### src/rtl/audio_pkg.sv
`default_nettype none
// ============================================================================
//  Module      : audio_pkg
//  Description : Shared audio-path definitions: sample width and the signed
//                sample type exchanged between sound_gen and i2s_tx.
//  Revision    : 1.0  initial release
// ============================================================================
package audio_pkg;

    // Width of one PCM sample on the audio path.
    localparam int SAMPLE_W = 16;

    // Two's-complement PCM sample.
    typedef logic signed [SAMPLE_W-1:0] sample_t;

endpackage
`default_nettype wire

### src/rtl/i2s_bclk_div.sv
`default_nettype none
// ============================================================================
//  Module      : i2s_bclk_div
//  Description : Bit-clock divider. While i_run is high the counter runs
//                0..BCLK_DIV-1 and o_bclk toggles at terminal count. The
//                one-clk rise_tick / fall_tick pulses are asserted on the
//                clk edge at which o_bclk goes high / low respectively.
//                While i_run is low the counter and o_bclk are held at 0.
//  Ports       : clk, rst       clock, synchronous active-high reset
//                i_run          divider enable (clears when low)
//                o_bclk         bit clock
//                rise_tick      o_bclk goes 0->1 at this edge
//                fall_tick      o_bclk goes 1->0 at this edge
//  Revision    : 1.0  initial release
// ============================================================================
module i2s_bclk_div #(
    parameter int BCLK_DIV = 4
) (
    input  logic clk,
    input  logic rst,
    input  logic i_run,
    output logic o_bclk,
    output logic rise_tick,
    output logic fall_tick
);

    // A divide-by-1 still needs a one-bit counter to keep widths legal.
    localparam int                 c_DIV_W    = (BCLK_DIV > 1) ? $clog2(BCLK_DIV) : 1;
    localparam logic [c_DIV_W-1:0] c_DIV_LAST = c_DIV_W'(BCLK_DIV - 1);

    logic [c_DIV_W-1:0] r_div;
    logic               r_bclk;
    logic               w_term;

    assign w_term = i_run && (r_div == c_DIV_LAST);

    always_ff @(posedge clk) begin
        if (rst || !i_run) begin
            r_div  <= '0;
            r_bclk <= 1'b0;
        end else if (w_term) begin
            r_div  <= '0;
            r_bclk <= ~r_bclk;
        end else begin
            r_div  <= r_div + c_DIV_W'(1);
        end
    end

    assign o_bclk    = r_bclk;
    assign rise_tick = w_term & ~r_bclk;
    assign fall_tick = w_term &  r_bclk;

endmodule
`default_nettype wire

### src/rtl/i2s_tx.sv
`default_nettype none
// ============================================================================
//  Module      : i2s_tx
//  Description : Philips I2S transmitter and audio timing master. Paces the
//                upstream generator with sample_strobe, latches one
//                left/right pair per frame and shifts it out MSB first with
//                the standard one-bit delay after each LRCLK edge.
//                Frame rate = clk / (4 * BCLK_DIV * SLOT_W).
//  Ports       : clk, rst                clock, synchronous active-high reset
//                en                      run request
//                left_sample/right_sample signed samples from sound_gen
//                sample_strobe           one-clk request for the next pair
//                i2s_bclk/lrclk/sdata    I2S bus to the DAC
//  Revision    : 1.0  initial release
// ============================================================================
module i2s_tx
    import audio_pkg::*;
#(
    parameter int BCLK_DIV = 4,
    parameter int SLOT_W   = 32
) (
    input  logic                clk,
    input  logic                rst,
    input  logic                en,
    input  logic [SAMPLE_W-1:0] left_sample,
    input  logic [SAMPLE_W-1:0] right_sample,
    output logic                sample_strobe,
    output logic                i2s_bclk,
    output logic                i2s_lrclk,
    output logic                i2s_sdata
);

    localparam int                 c_FRAME_W = 2 * SLOT_W;
    localparam int                 c_CNT_W   = $clog2(c_FRAME_W);
    localparam logic [c_CNT_W-1:0] c_LAST    = c_CNT_W'(c_FRAME_W - 1);
    localparam logic [c_CNT_W-1:0] c_SLOT    = c_CNT_W'(SLOT_W);

    localparam logic [0:0] c_IDLE = 1'b0;
    localparam logic [0:0] c_RUN  = 1'b1;

    logic [0:0]           r_state;
    logic [0:0]           w_state_next;

    logic [c_CNT_W-1:0]   r_bit_cnt;
    logic [c_CNT_W-1:0]   w_cnt_next;
    logic [c_FRAME_W-1:0] r_shadow;
    logic [c_FRAME_W-1:0] w_frame;
    logic                 r_delay;
    logic                 r_sdata;
    logic                 r_lrclk;
    logic                 r_strobe;
    logic                 r_stop_pending;

    logic                 w_div_run;
    logic                 w_bclk;
    logic                 w_fall_tick;
    logic                 w_start;
    logic                 w_fall;
    logic                 w_enter_first;
    logic                 w_enter_last;
    logic                 w_stop;

    // ------------------------------------------------------------------
    // Bit clock
    // ------------------------------------------------------------------
    assign w_div_run = (r_state == c_RUN);

    i2s_bclk_div #(
        .BCLK_DIV (BCLK_DIV)
    ) u_bclk_div (
        .clk       (clk),
        .rst       (rst),
        .i_run     (w_div_run),
        .o_bclk    (w_bclk),
        .rise_tick (),
        .fall_tick (w_fall_tick)
    );

    // ------------------------------------------------------------------
    // Frame word: left slot then right slot, each sample left-justified
    // in its slot with zero padding; bit 0 of the frame is the MSB here.
    // ------------------------------------------------------------------
    always_comb begin
        w_frame = '0;
        w_frame[c_FRAME_W-1 -: SAMPLE_W] = left_sample;
        w_frame[SLOT_W-1    -: SAMPLE_W] = right_sample;
    end

    // Explicit wrap keeps non-power-of-two frame lengths correct.
    assign w_cnt_next = (r_bit_cnt == c_LAST) ? '0 : r_bit_cnt + c_CNT_W'(1);

    // ------------------------------------------------------------------
    // FSM: state register
    // ------------------------------------------------------------------
    always_ff @(posedge clk) begin
        if (rst) begin
            r_state <= c_IDLE;
        end else begin
            r_state <= w_state_next;
        end
    end

    // ------------------------------------------------------------------
    // FSM: next-state logic
    // ------------------------------------------------------------------
    always_comb begin
        w_state_next = r_state;
        case (r_state)
            c_IDLE:  if (en)     w_state_next = c_RUN;
            c_RUN:   if (w_stop) w_state_next = c_IDLE;
            default:             w_state_next = c_IDLE;
        endcase
    end

    // ------------------------------------------------------------------
    // FSM: control decodes
    // ------------------------------------------------------------------
    always_comb begin
        w_start       = (r_state == c_IDLE) && en;
        w_fall        = (r_state == c_RUN) && w_fall_tick;
        w_enter_first = w_fall && (r_bit_cnt == c_LAST);
        w_enter_last  = w_fall && (w_cnt_next == c_LAST);
        w_stop        = w_enter_first && r_stop_pending;
    end

    // ------------------------------------------------------------------
    // Datapath: bit counter, shadow shifter, delay flop, bus outputs
    // ------------------------------------------------------------------
    always_ff @(posedge clk) begin
        if (rst) begin
            r_bit_cnt      <= '0;
            r_shadow       <= '0;
            r_delay        <= 1'b0;
            r_sdata        <= 1'b0;
            r_lrclk        <= 1'b0;
            r_strobe       <= 1'b0;
            r_stop_pending <= 1'b0;
        end else begin
            r_strobe <= 1'b0;
            if (w_start) begin
                // Priming bit: pretend we are in the last (right) bit so
                // the first fall enters bit 0 and latches the first pair.
                r_strobe       <= 1'b1;
                r_bit_cnt      <= c_LAST;
                r_lrclk        <= 1'b1;
                r_sdata        <= 1'b0;
                r_delay        <= 1'b0;
                r_shadow       <= '0;
                r_stop_pending <= 1'b0;
            end else if (w_stop) begin
                r_bit_cnt      <= '0;
                r_lrclk        <= 1'b0;
                r_sdata        <= 1'b0;
                r_delay        <= 1'b0;
                r_stop_pending <= 1'b0;
            end else if (w_fall) begin
                r_bit_cnt <= w_cnt_next;
                r_lrclk   <= (w_cnt_next >= c_SLOT);
                if (w_enter_first) begin
                    // One-bit delay: the previous frame's final bit goes
                    // out in bit 0 while the new pair is captured.
                    r_sdata  <= r_delay;
                    r_shadow <= w_frame;
                end else begin
                    r_sdata  <= r_shadow[c_FRAME_W-1];
                    r_shadow <= {r_shadow[c_FRAME_W-2:0], 1'b0};
                end
                if (w_enter_last) begin
                    // Frame bit 2*SLOT_W-1 has no slot of its own in this
                    // frame; park it for the next frame's bit 0.
                    r_delay        <= r_shadow[c_FRAME_W-2];
                    r_strobe       <= en;
                    r_stop_pending <= ~en;
                end
            end
        end
    end

    assign sample_strobe = r_strobe;
    assign i2s_bclk      = w_bclk;
    assign i2s_lrclk     = r_lrclk;
    assign i2s_sdata     = r_sdata;

endmodule
`default_nettype wire

### config.mk
export PLATFORM = sky130hd
export DESIGN_NAME = i2s_tx
export DESIGN_NICKNAME = d
export VERILOG_FILES = /design/src/rtl/audio_pkg.sv /design/src/rtl/i2s_bclk_div.sv /design/src/rtl/i2s_tx.sv
export SDC_FILE = /design/constraint.sdc
export NUM_CORES = 1
export LEC_CHECK = 0
export ABC_AREA = 1
export BUFFER_PORTS_ARGS = -buffer_cell sky130_fd_sc_hd__buf_2
export CAP_MARGIN = 15
export CORE_MARGIN = 8
export CORE_UTILIZATION = 50
export DETAILED_ROUTE_END_ITERATION = 10
export HOLD_SLACK_MARGIN = 0.08
export MAX_ROUTING_LAYER = met4
export PLACE_DENSITY = 0.77
export REMOVE_ABC_BUFFERS = 1
export SYNTH_ARGS = -nofsm -noshare
export SYNTH_HDL_FRONTEND = slang
export SYNTH_HIERARCHICAL = 1
export SYNTH_SLANG_ARGS = --single-unit
### constraint.sdc
create_clock -name clk -period 2.1 [get_ports clk]
set_input_delay 0.21 -clock clk [delete_from_list [all_inputs] [get_ports clk]]
set_output_delay 0.21 -clock clk [all_outputs]
set_load 0.02 [all_outputs]
==> results.yml <==
critical_path:
  setup.reg_to_reg.worst_slack_ns: 0.29
  worst_r2r_endpoint: "r_shadow[21]"
  critical_path.startpoint: "r_bit_cnt[0]"
  critPathArrivalTime_ns: 2.08
  worst_r2r_path_depth: 9
  critical_path.max_fanout: 20
  worstSetupStartpointType: "register"
  worstSetupEndpointType: "register"
  worst-endpoint-required_ns: 2.38
  critPathKind: "register to register"
  reg_to_reg_startpoint: "r_bit_cnt[0]"
timing:
  max_freq_mhz: 553
  setup_slack_ns: 0.293
  finalMaxSlewViolations: 0
  timing.final.setup_violations: 0
  worstMarginPinSlew_ns: 0.435
  setup_repair_after_global_routing_missed_its_margin: "false"
  finalHoldViolations: 0
  final.period_utilization_pct: 86.0
  period_needed_ns: 1.81
  timing.max_slew.rel_slack_pct: 70.8
  worst_clock_skew_ns: 0.00530
power_and_ir_drop:
  power.share.sequential_pct: 53.7
  power_mw: 2.28
  p_comb_share_pct: 5.6
  ir_drop_mv: 0.446
  power_leakage_nw: 1.51
  internal_power_mw: 1.75
  net-switching-power_mw: 0.534
  power_density_nw_per_um2: 689
  power.switching_fraction_pct: 23.4
  clock_power_share_pct: 40.8
cts:
  cts_buffer_depth: 2
  clock_tree.root_cell: "clkbuf_8"
  clock_latency_of_the_later_clocked_register_in_the_worst_skew_pair_ns: 0.33
  cts.sink_count: 63
  number_of_resized_instances_in_the_post_cts_repair_step: 0
  cts_hold_buffers: 0
  post-cts-setup-buffers: 0
  path_clk_slew_ns: 0.07
  cts-htree-levels: 3
  tritoncts: "yes"
  tritoncts.num_buffers: 9
drt:
  detail-route-antenna-nets: 0
  highest_layer: "met4"
  via_per_inst: 5.19
  detailed_route_wirelength_on_metal2_microns: 2590
  route.met3.wl_microns: 236
  detailedRoute.firstIterationViolations: 129
  vias_after_detailed_routing: 2485
  detailedRoute.firstPassIterationCount: 4
  met1_length_microns: 2800
  post-route-drc-count: 0
  routed_wire_length_per_instance_microns: 12.0
  drt-total-wl_microns: 5730
global_route:
  first_global_vias: 2307
  grt-ovfl-total: 0
  gr-usage-all-layers_pct: 14.6
  grt_max_degree: 48
  grt_antenna_before_repair: 0
  grt_pass1_wl_microns: 9940
logic_synthesis:
  synth_area_per_cell_sq_um: 7.90
  netlist_instances: 367
  syn_warnings: 6
  summed_instance_area_of_the_synthesized_netlist_sq_um: 2900
placement:
  numPortBuffers: 38
  placed_cells_incl_taps: 463
  gp_congestion: 0.844
  dp_slack_ns: 0.291
  detailedPlacementHpwl_microns: 3940
hold_path:
  holdPathEnd: "r_shadow[16]"
  min_from: "right_sample[0]"
  timing.hold.worst.class: "input port to register"
  worstHoldPathCells: 3
die:
  die_height_microns: 92.2
  placeableCoreArea_sq_um: 5540
  floorplan.io_pins: 39
  row_count: 27
  dieWidth_microns: 92.2
  die_area_sq_um: 8490
  initial_core_util_pct: 52.3
cells_and_area:
  post_route_cells_drive_above_1_share_pct: 20.1
  fin_util_pct: 59.9
  design.final.nets: 440
  syn_to_final_growth_pct: 14.4
  antenna-diode-count: 0
  finish.cell_count_without_fillers: 479
status:
  result_of_the_run: "complete, no violations"
flow_run:
  cap_violations: 0
## cell type report
| cell class | count | area, sq um |
|---|---|---|
| timing repair buffer | 46 | 300 |
| tap | 72 | 90.1 |
| sequential | 63 | 1260 |
| multi-input combinational | 256 | 1390 |
| clock buffer | 13 | 159 |
| fill | 492 | 2220 |
| inverter | 26 | 97.6 |
| clock inverter | 3 | 17.5 |
## flip-flops by register name, summed over array words and instances, names as in the netlist
register and count:
u_bclk_div/o_bclk 1, sample_strobe 1, r_delay 1, u_bclk_div/r_div 2, r_stop_pending 1, r_state 1, r_bit_cnt 6, r_shadow 48
i2s_lrclk 1, i2s_sdata 1
## metrics by stage
step	hold slack, ns	cell area (sq um)	TNS, ns
after floorplan	0.279	2750	-11.86
after global placement	0.404	3140	0
after detailed placement	0.414	3140	0
after CTS	0.143	3320	0
after global routing	0.157	3320	0
final	0.157	3320	0
## power by group through the flow
stage                     clock, mW  combinational (mW)  sequential [mW]
after floorplan                   0              0.0611             1.25
after global placement            0               0.127             1.25
after detailed placement          0               0.127             1.25
after CTS                     0.960               0.128             1.23
after global routing           1.01               0.145             1.23
final                         0.932               0.127             1.23
## critical path: stages (launching register included)
cell and delay, ns:
dfxtp_1 0.42, ha_1 0.26, nand2_2 0.11, nor2_2 0.11
nand2_2 0.11, nor2_8 0.26, buf_12 0.20, nand2_1 0.07
nand3_1 0.09, o211a_1 0.13
## layout by cell type (no fill, tap or decap), drive strengths merged
cell type  count
dfxtp         63
buf           46
a31oi          2
clkbuf        13
inv           25
nand2        116
a21oi         22
o211ai         1
ha             3
o211a         31
nor2          20
o21ai          1
a211oi         1
clkinvlp       1
clkinv         3
nand3         56
a221oi         2
nand4          1
## layer usage
layer  up-vias  global-route usage [%]
li1       1299                       -
met1      1124                    17.3
met2        55                    22.1
met3         7                    3.67
met4         0                    8.46
met5         -                       -
## worst max-delay path by stage
stage                   end  slack, ns  cells past startpoint
2_1_floorplan  r_shadow[16]      -0.38                      7
3_3_place_gp   r_shadow[26]       0.31                      9
3_5_place_dp   r_shadow[21]       0.29                      9
4_1_cts        r_shadow[21]       0.28                      9
5_1_grt        r_shadow[20]       0.09                      9
6_report       r_shadow[21]       0.29                      9
Power figures use the tool's default switching activity.
